===== config.mk =====
export PLATFORM = sky130hd
export DESIGN_NAME = tex_dcr_regfile
export DESIGN_NICKNAME = d
export VERILOG_FILES = /design/src/rtl/tex_dcr_regfile.sv
export SDC_FILE = /design/constraint.sdc
export NUM_CORES = 2
export LEC_CHECK = 0
export ABC_CLOCK_PERIOD_IN_PS = 5560
export BUFFER_PORTS_ARGS = -buffer_cell sky130_fd_sc_hd__buf_2
export CORE_ASPECT_RATIO = 1.2
export CORE_UTILIZATION = 50
export CTS_CLUSTER_DIAMETER = 80
export DETAILED_ROUTE_END_ITERATION = 10
export HOLD_SLACK_MARGIN = 0.15
export PLACE_DENSITY = 0.66
export SETUP_SLACK_MARGIN = 0.2
export SKIP_CTS_REPAIR_TIMING = 1
export SYNTH_ARGS = -nofsm -noshare
export SYNTH_HDL_FRONTEND = slang
export SYNTH_SLANG_ARGS = --single-unit

===== constraint.sdc =====
create_clock -name clk -period 5.56 [get_ports clk]
set_input_delay 0.278 -clock clk [delete_from_list [all_inputs] [get_ports clk]]
set_output_delay 0.278 -clock clk [all_outputs]
set_load 0.02 [all_outputs]

===== src/rtl/tex_dcr_regfile.sv =====
// Texture DCR register file: per-stage shadow banks written by DCR writes,
// copied to active banks on commit, and read through a 1-cycle lookup port.

package tex_dcr_pkg;
  localparam int LOD_MAX     = 11;
  localparam int LOD_BITS    = 4;
  localparam int DIM_BITS    = 11;
  localparam int MIPOFF_BITS = 2*DIM_BITS + 1;

  typedef struct packed {
    logic [LOD_MAX:0][MIPOFF_BITS-1:0] mipoff;
    logic [1:0][1:0]                   wraps;
    logic                              filter;
    logic [2:0]                        format;
    logic [1:0][LOD_BITS-1:0]          logdims;
    logic [31:0]                       baddr;
  } tex_dcrs_t;
endpackage

// One texture stage: shadow copy takes DCR writes, active copy is what lookups see.
module tex_dcr_bank import tex_dcr_pkg::*; (
  input  logic        clk,
  input  logic        reset_n,
  input  logic        wr_en,
  input  logic [11:0] wr_off,
  input  logic [31:0] wr_data,
  input  logic        commit,
  output tex_dcrs_t   active
);
  localparam int MIB = $clog2(LOD_MAX + 1);

  tex_dcrs_t        shadow;
  logic [MIB-1:0]   mip_idx;

  assign mip_idx = MIB'(wr_off - 12'd6);

  // Field decode into the shadow copy; wr_en is only raised for legal field offsets.
  always_ff @(posedge clk or negedge reset_n) begin
    if (!reset_n) begin
      shadow <= '0;
    end else if (wr_en) begin
      case (wr_off)
        12'd1: shadow.baddr <= wr_data;
        12'd2: begin
          shadow.logdims[0] <= wr_data[LOD_BITS-1:0];
          shadow.logdims[1] <= wr_data[16 +: LOD_BITS];
        end
        12'd3: shadow.format <= wr_data[2:0];
        12'd4: shadow.filter <= wr_data[0];
        12'd5: begin
          shadow.wraps[0] <= wr_data[1:0];
          shadow.wraps[1] <= wr_data[17:16];
        end
        default: if (wr_off >= 12'd6) shadow.mipoff[mip_idx] <= wr_data[MIPOFF_BITS-1:0];
      endcase
    end
  end

  // Commit samples the pre-edge shadow, so a same-cycle write is not copied.
  always_ff @(posedge clk or negedge reset_n) begin
    if (!reset_n)    active <= '0;
    else if (commit) active <= shadow;
  end
endmodule

module tex_dcr_regfile import tex_dcr_pkg::*; #(
  parameter int          NUM_STAGES = 2,
  parameter logic [11:0] DCR_BASE   = 12'h010,
  localparam int         SB         = (NUM_STAGES > 1) ? $clog2(NUM_STAGES) : 1
) (
  input  logic                         clk,
  input  logic                         reset_n,
  input  logic                         dcr_wr_valid,
  input  logic [11:0]                  dcr_wr_addr,
  input  logic [31:0]                  dcr_wr_data,
  input  logic                         commit,
  input  logic                         req_valid,
  input  logic [SB-1:0]                req_stage,
  output logic                         req_ready,
  output logic                         rsp_valid,
  output logic [$bits(tex_dcrs_t)-1:0] rsp_dcrs,
  input  logic                         rsp_ready
);
  localparam int NSLOT = 2**SB;

  logic [11:0]   off;
  logic          legal;
  logic          fld_wr;
  logic [SB-1:0] stage_sel;
  tex_dcrs_t     act [NSLOT];
  tex_dcrs_t     rsp_q;
  logic          fire;

  assign off    = dcr_wr_addr - DCR_BASE;
  assign legal  = (dcr_wr_addr >= DCR_BASE) && (off <= 12'(6 + LOD_MAX));
  assign fld_wr = dcr_wr_valid && legal && (off != 12'd0);

  // Stage select; out-of-range stage numbers are dropped rather than wrapped.
  always_ff @(posedge clk or negedge reset_n) begin
    if (!reset_n)
      stage_sel <= '0;
    else if (dcr_wr_valid && legal && (off == 12'd0) && (dcr_wr_data < 32'(NUM_STAGES)))
      stage_sel <= dcr_wr_data[SB-1:0];
  end

  // Real banks for implemented stages; padding slots read as zero state.
  for (genvar s = 0; s < NSLOT; s++) begin : g_bank
    if (s < NUM_STAGES) begin : g_real
      tex_dcr_bank u_bank (
        .clk     (clk),
        .reset_n (reset_n),
        .wr_en   (fld_wr && (stage_sel == SB'(s))),
        .wr_off  (off),
        .wr_data (dcr_wr_data),
        .commit  (commit),
        .active  (act[s])
      );
    end else begin : g_pad
      assign act[s] = '0;
    end
  end

  assign req_ready = !rsp_valid || rsp_ready;
  assign fire      = req_valid && req_ready;
  assign rsp_dcrs  = rsp_q;

  // Response register: load on fire, hold under backpressure, drain when consumed.
  always_ff @(posedge clk or negedge reset_n) begin
    if (!reset_n) begin
      rsp_valid <= 1'b0;
      rsp_q     <= '0;
    end else if (fire) begin
      rsp_valid <= 1'b1;
      rsp_q     <= act[req_stage];
    end else if (rsp_ready) begin
      rsp_valid <= 1'b0;
    end
  end
endmodule

==> run summary <==
The max-slew violation total from the final report was 0. The area growth from synthesis to layout is 14.1%. Total number of yosys warnings: 0.

The area fraction of the dominant cell type after synthesis came out at 64.0%. The min-delay analysis places its worst path in the category in -> reg. The final-report setup violation count came out at 0. The data arrival time of the critical path was 4.45 ns. Setup repair after global routing left no endpoint under its margin.

The worst-case IR drop observed on VDD is 0.230 mV. On the worst path, the slowest cell contributes a delay of 1.03 ns. The number of placed I/O pins is 377, and the routed via count divided by cell count is 5.48. Across all register-to-register paths, the minimum setup slack is 2.57 ns.

Final hold violation count: 0. Summed over all layers, the global routing overflow is 0. During placement, the flow inserted port buffers numbering 376. The first global-routing pass estimated 225,000 um of wire. Once layout is complete, the utilization of the core stands at 57.7%. The critical path is of the in -> reg type. The height of the die came out at 392 um.

Detailed placement finished with a half-perimeter wire length of 86,100 um. The logs give 4,355 for the post-synthesis net count and 4,299 for the number of standard cells after synthesis. The largest individual stage delay along the critical path comes from the cell sky130_fd_sc_hd__nand4_2. The insertion delay of the later-clocked pin in the worst-skew pair is 0.79 ns. The number of placement rows is 142.

After the first detailed-routing iteration, the DRC count stood at 2,236. Entering global routing, the biggest net connects 198 pins. Adding up every negative setup slack in the final design gives 0 ns. The number of antenna violations at the first check in global routing is 19, and the total routed wirelength is 146,000 um. The logs give 6.21 ns for the required arrival time at the worst endpoint and 263 MHz for the maximum clock frequency. TritonCTS built the clock tree. Counting along the longest clock path gives a buffer depth of 3. The kind of launch point of the worst setup path was an input port. The core region is 0.125 mm^2. The sequential-to-total area share from yosys stat was 64.0%; the die outline area was 0.128 mm^2. Family with the most delay on the worst path: simple AND/OR/NAND/NOR gates. At the end of routability-driven placement, the weighted congestion stood at 0.788.

Depth of the CTS H-tree: 4. The number of design rule violations left after detail routing came out at 0. The critical path contains buffers and inverters numbering 2 combined. The logs give 50.6% for the starting density of the core and 0 for the total of max-cap violations. Yosys mapped the design onto 41 distinct sky130hd cell types. The signal on the critical path passes through dlygate4sd3_1, buf_2, nor4_1, nand3_1, a41o_1, nor3_4, nand4_2, mux2_1.

Across the routed clock network, the largest skew measured is 0.0281 ns. In the final routed layout, each cell accounts on average for 22.8 um. The number of clock buffers added by TritonCTS is 161. For this run, the post-layout net count is 4,687. The via count of the first global-routing pass is 36,000. The run finished with clean final reports. The actual slew at the worst max-slew pin came out at 1.19 ns. The overall via count from detail_route was 35,200; the clock period minus final worst setup slack was 3.80 ns. The worst setup path is captured at a register. Clock-pin slew reported for the worst setup and hold paths after clock tree synthesis: 0.06 ns. Of the cells placed in the final design, the portion with a size suffix greater than 1 is 41.9%. The cell area after synthesis is 0.0634 mm^2. The die is 327 um wide. The number of clock sinks is 1,622.

After synthesis, the cell types taking the most area are sky130_fd_sc_hd__dfrtp_1 64%, sky130_fd_sc_hd__mux2_2 23%, sky130_fd_sc_hd__mux2i_1 5.1%. A synthesized cell averages 14.8 um^2. The tools report the root buffer selected by CTS as sky130_fd_sc_hd__clkbuf_16.

The first-pass iteration count of the detailed router came out at 5. Library cell occupying the most area in the post-synthesis netlist: sky130_fd_sc_hd__dfrtp_1. After synthesis the netlist holds a flip-flop and latch count of 1,622.

The overall track demand over capacity in global routing was 23.3%; the remaining max-slew budget at the tightest pin was 20.5%. The detail route stage leaves a number of antenna-violating nets equal to 0. The run gives 37.8 nW as the leakage power. In this run the power density over the cells is 328 mW/mm^2.

Of all nets on the critical path, the largest fanout is 24. The share of the clock period used by the worst path after layout works out to 68.3%.
registers in the layout (all words and copies together), names as in the netlist:
register                     count
g_bank.g_real.u_bank.active    648
g_bank.g_real.u_bank.shadow    648
rsp_dcrs                       324
rsp_valid                        1
stage_sel                        1
area by class of cell:
type,instances,area [um^2]
clock buffers,250,4900
fillers,10200,53000
clock inverters,35,430
multi-input cells,2373,21500
diodes,5,12.5
well taps,1656,2070
inverters,5,18.8
repair buffers,468,2850
flip-flops and latches,1622,40600
layer usage:
layer	part of all wire, %	up-vias	routed length (um)	track usage, %
li1	-	15700	-	-
met1	46	18600	66900	32.9
met2	47	680	69100	36.9
met3	4.6	216	6670	4.02
met4	2.6	2	3750	7.42
met5	0.0055	-	8	0
worst min-delay path: stages:
cell and delay (ns):
sky130_fd_sc_hd__buf_8 0.27, sky130_fd_sc_hd__mux2i_1 0.22, sky130_fd_sc_hd__o21ai_0 0.08
layout by cell type (no fill, tap or decap), drive strengths merged:
cell	synthesis	routed
dfrtp	1622	1622
mux2	1297	1297
buf	70	453
nand2	340	340
o21ai	327	327
mux2i	324	324
clkbuf	229	250
clkinv	0	21
nand4	16	16
dlygate4sd3	0	15
inv	5	12
nor4	11	11
nor2	10	10
nor3	8	8
nand3	6	6
and4	6	6
bufinv	0	6
diode	0	5
ha	5	5
nand2b	3	3
nor2b	3	3
and2	2	2
o31ai	2	2
nor3b	2	2
or2	2	2
a21oi	1	1
nand4b	1	1
a41o	1	1
a32o	1	1
a22oi	1	1
o211ai	1	1
xor2	1	1
or3b	1	1
o2111ai	1	1
clkinvlp	0	1
Yosys cell counts:
cell type,number
sky130_fd_sc_hd__o21ai_2,1
sky130_fd_sc_hd__a21oi_1,1
sky130_fd_sc_hd__nor3_4,3
sky130_fd_sc_hd__o211ai_1,1
sky130_fd_sc_hd__nor2b_1,3
sky130_fd_sc_hd__buf_6,5
sky130_fd_sc_hd__nand4b_1,1
sky130_fd_sc_hd__o21ai_0,326
sky130_fd_sc_hd__ha_1,5
sky130_fd_sc_hd__nand2b_1,3
sky130_fd_sc_hd__or2_2,1
sky130_fd_sc_hd__nor4_1,8
sky130_fd_sc_hd__buf_1,9
sky130_fd_sc_hd__xor2_1,1
sky130_fd_sc_hd__nand4_1,6
sky130_fd_sc_hd__nor3b_1,2
sky130_fd_sc_hd__nand4_2,5
sky130_fd_sc_hd__mux2i_1,324
sky130_fd_sc_hd__dfrtp_1,1622
sky130_fd_sc_hd__or2_0,1
sky130_fd_sc_hd__nand2_1,340
sky130_fd_sc_hd__nand4_4,5
sky130_fd_sc_hd__and2_1,2
sky130_fd_sc_hd__mux2_1,25
sky130_fd_sc_hd__buf_8,1
sky130_fd_sc_hd__a22oi_2,1
sky130_fd_sc_hd__nor4_4,3
sky130_fd_sc_hd__mux2_2,1272
sky130_fd_sc_hd__and4_1,6
sky130_fd_sc_hd__or3b_4,1
sky130_fd_sc_hd__a41o_1,1
sky130_fd_sc_hd__buf_4,26
sky130_fd_sc_hd__buf_2,29
sky130_fd_sc_hd__clkbuf_1,229
sky130_fd_sc_hd__inv_1,5
sky130_fd_sc_hd__nand3_1,6
sky130_fd_sc_hd__nor2_1,10
sky130_fd_sc_hd__a32o_1,1
sky130_fd_sc_hd__o31ai_1,2
sky130_fd_sc_hd__o2111ai_1,1
sky130_fd_sc_hd__nor3_1,5
power breakdown:
part           internal (mW)  total [mW]  switching, mW
clock network           6.34        10.8           4.51
logic                  0.258       0.999          0.741
registers               11.9        11.9         0.0379
metrics by stage:
stage	instances	power, mW	area, um^2	hold WS (ns)	setup WS (ns)
final	6414	23.8	72400	0.141	1.76
after global routing	6412	24.6	72400	0.152	1.54
after CTS	6394	24.1	72200	-0.477	2.05
after detailed placement	6109	13.1	66900	0.366	1.22
after global placement	6109	13.1	66900	0.370	1.27
after floorplan	4299	12.6	63400	-0.0176	2.83
logic make-up after synthesis:
group	Yosys count	synth area share [%]
compound gates	335	2.69
xor+xnor	1	0.0138
fa+ha+maj	5	0.0986
buf+inv	304	2.09
flops	1622	64.0
mux	1621	28.1
simple gates	411	2.98
path summary, 6_finish.rpt:
kind                                            from  cells past startpoint                                               to
min in group asynchronous                    reset_n                      2  g_bank[1].g_real.u_bank.active[317]$_DFFE_PN0P_
hold reg to reg            rsp_dcrs[266]$_DFFE_PN0P_                      2                        rsp_dcrs[266]$_DFFE_PN0P_
hold / removal                             req_stage                      3                        rsp_dcrs[102]$_DFFE_PN0P_
setup reg to reg               stage_sel$_DFFE_PN0P_                      3   g_bank[0].g_real.u_bank.shadow[31]$_DFFE_PN0P_
setup / recovery                      dcr_wr_addr[0]                      8   g_bank[0].g_real.u_bank.shadow[73]$_DFFE_PN0P_
max in group asynchronous                    reset_n                      3                        rsp_dcrs[172]$_DFFE_PN0P_
Power figures use the tool's default switching activity.
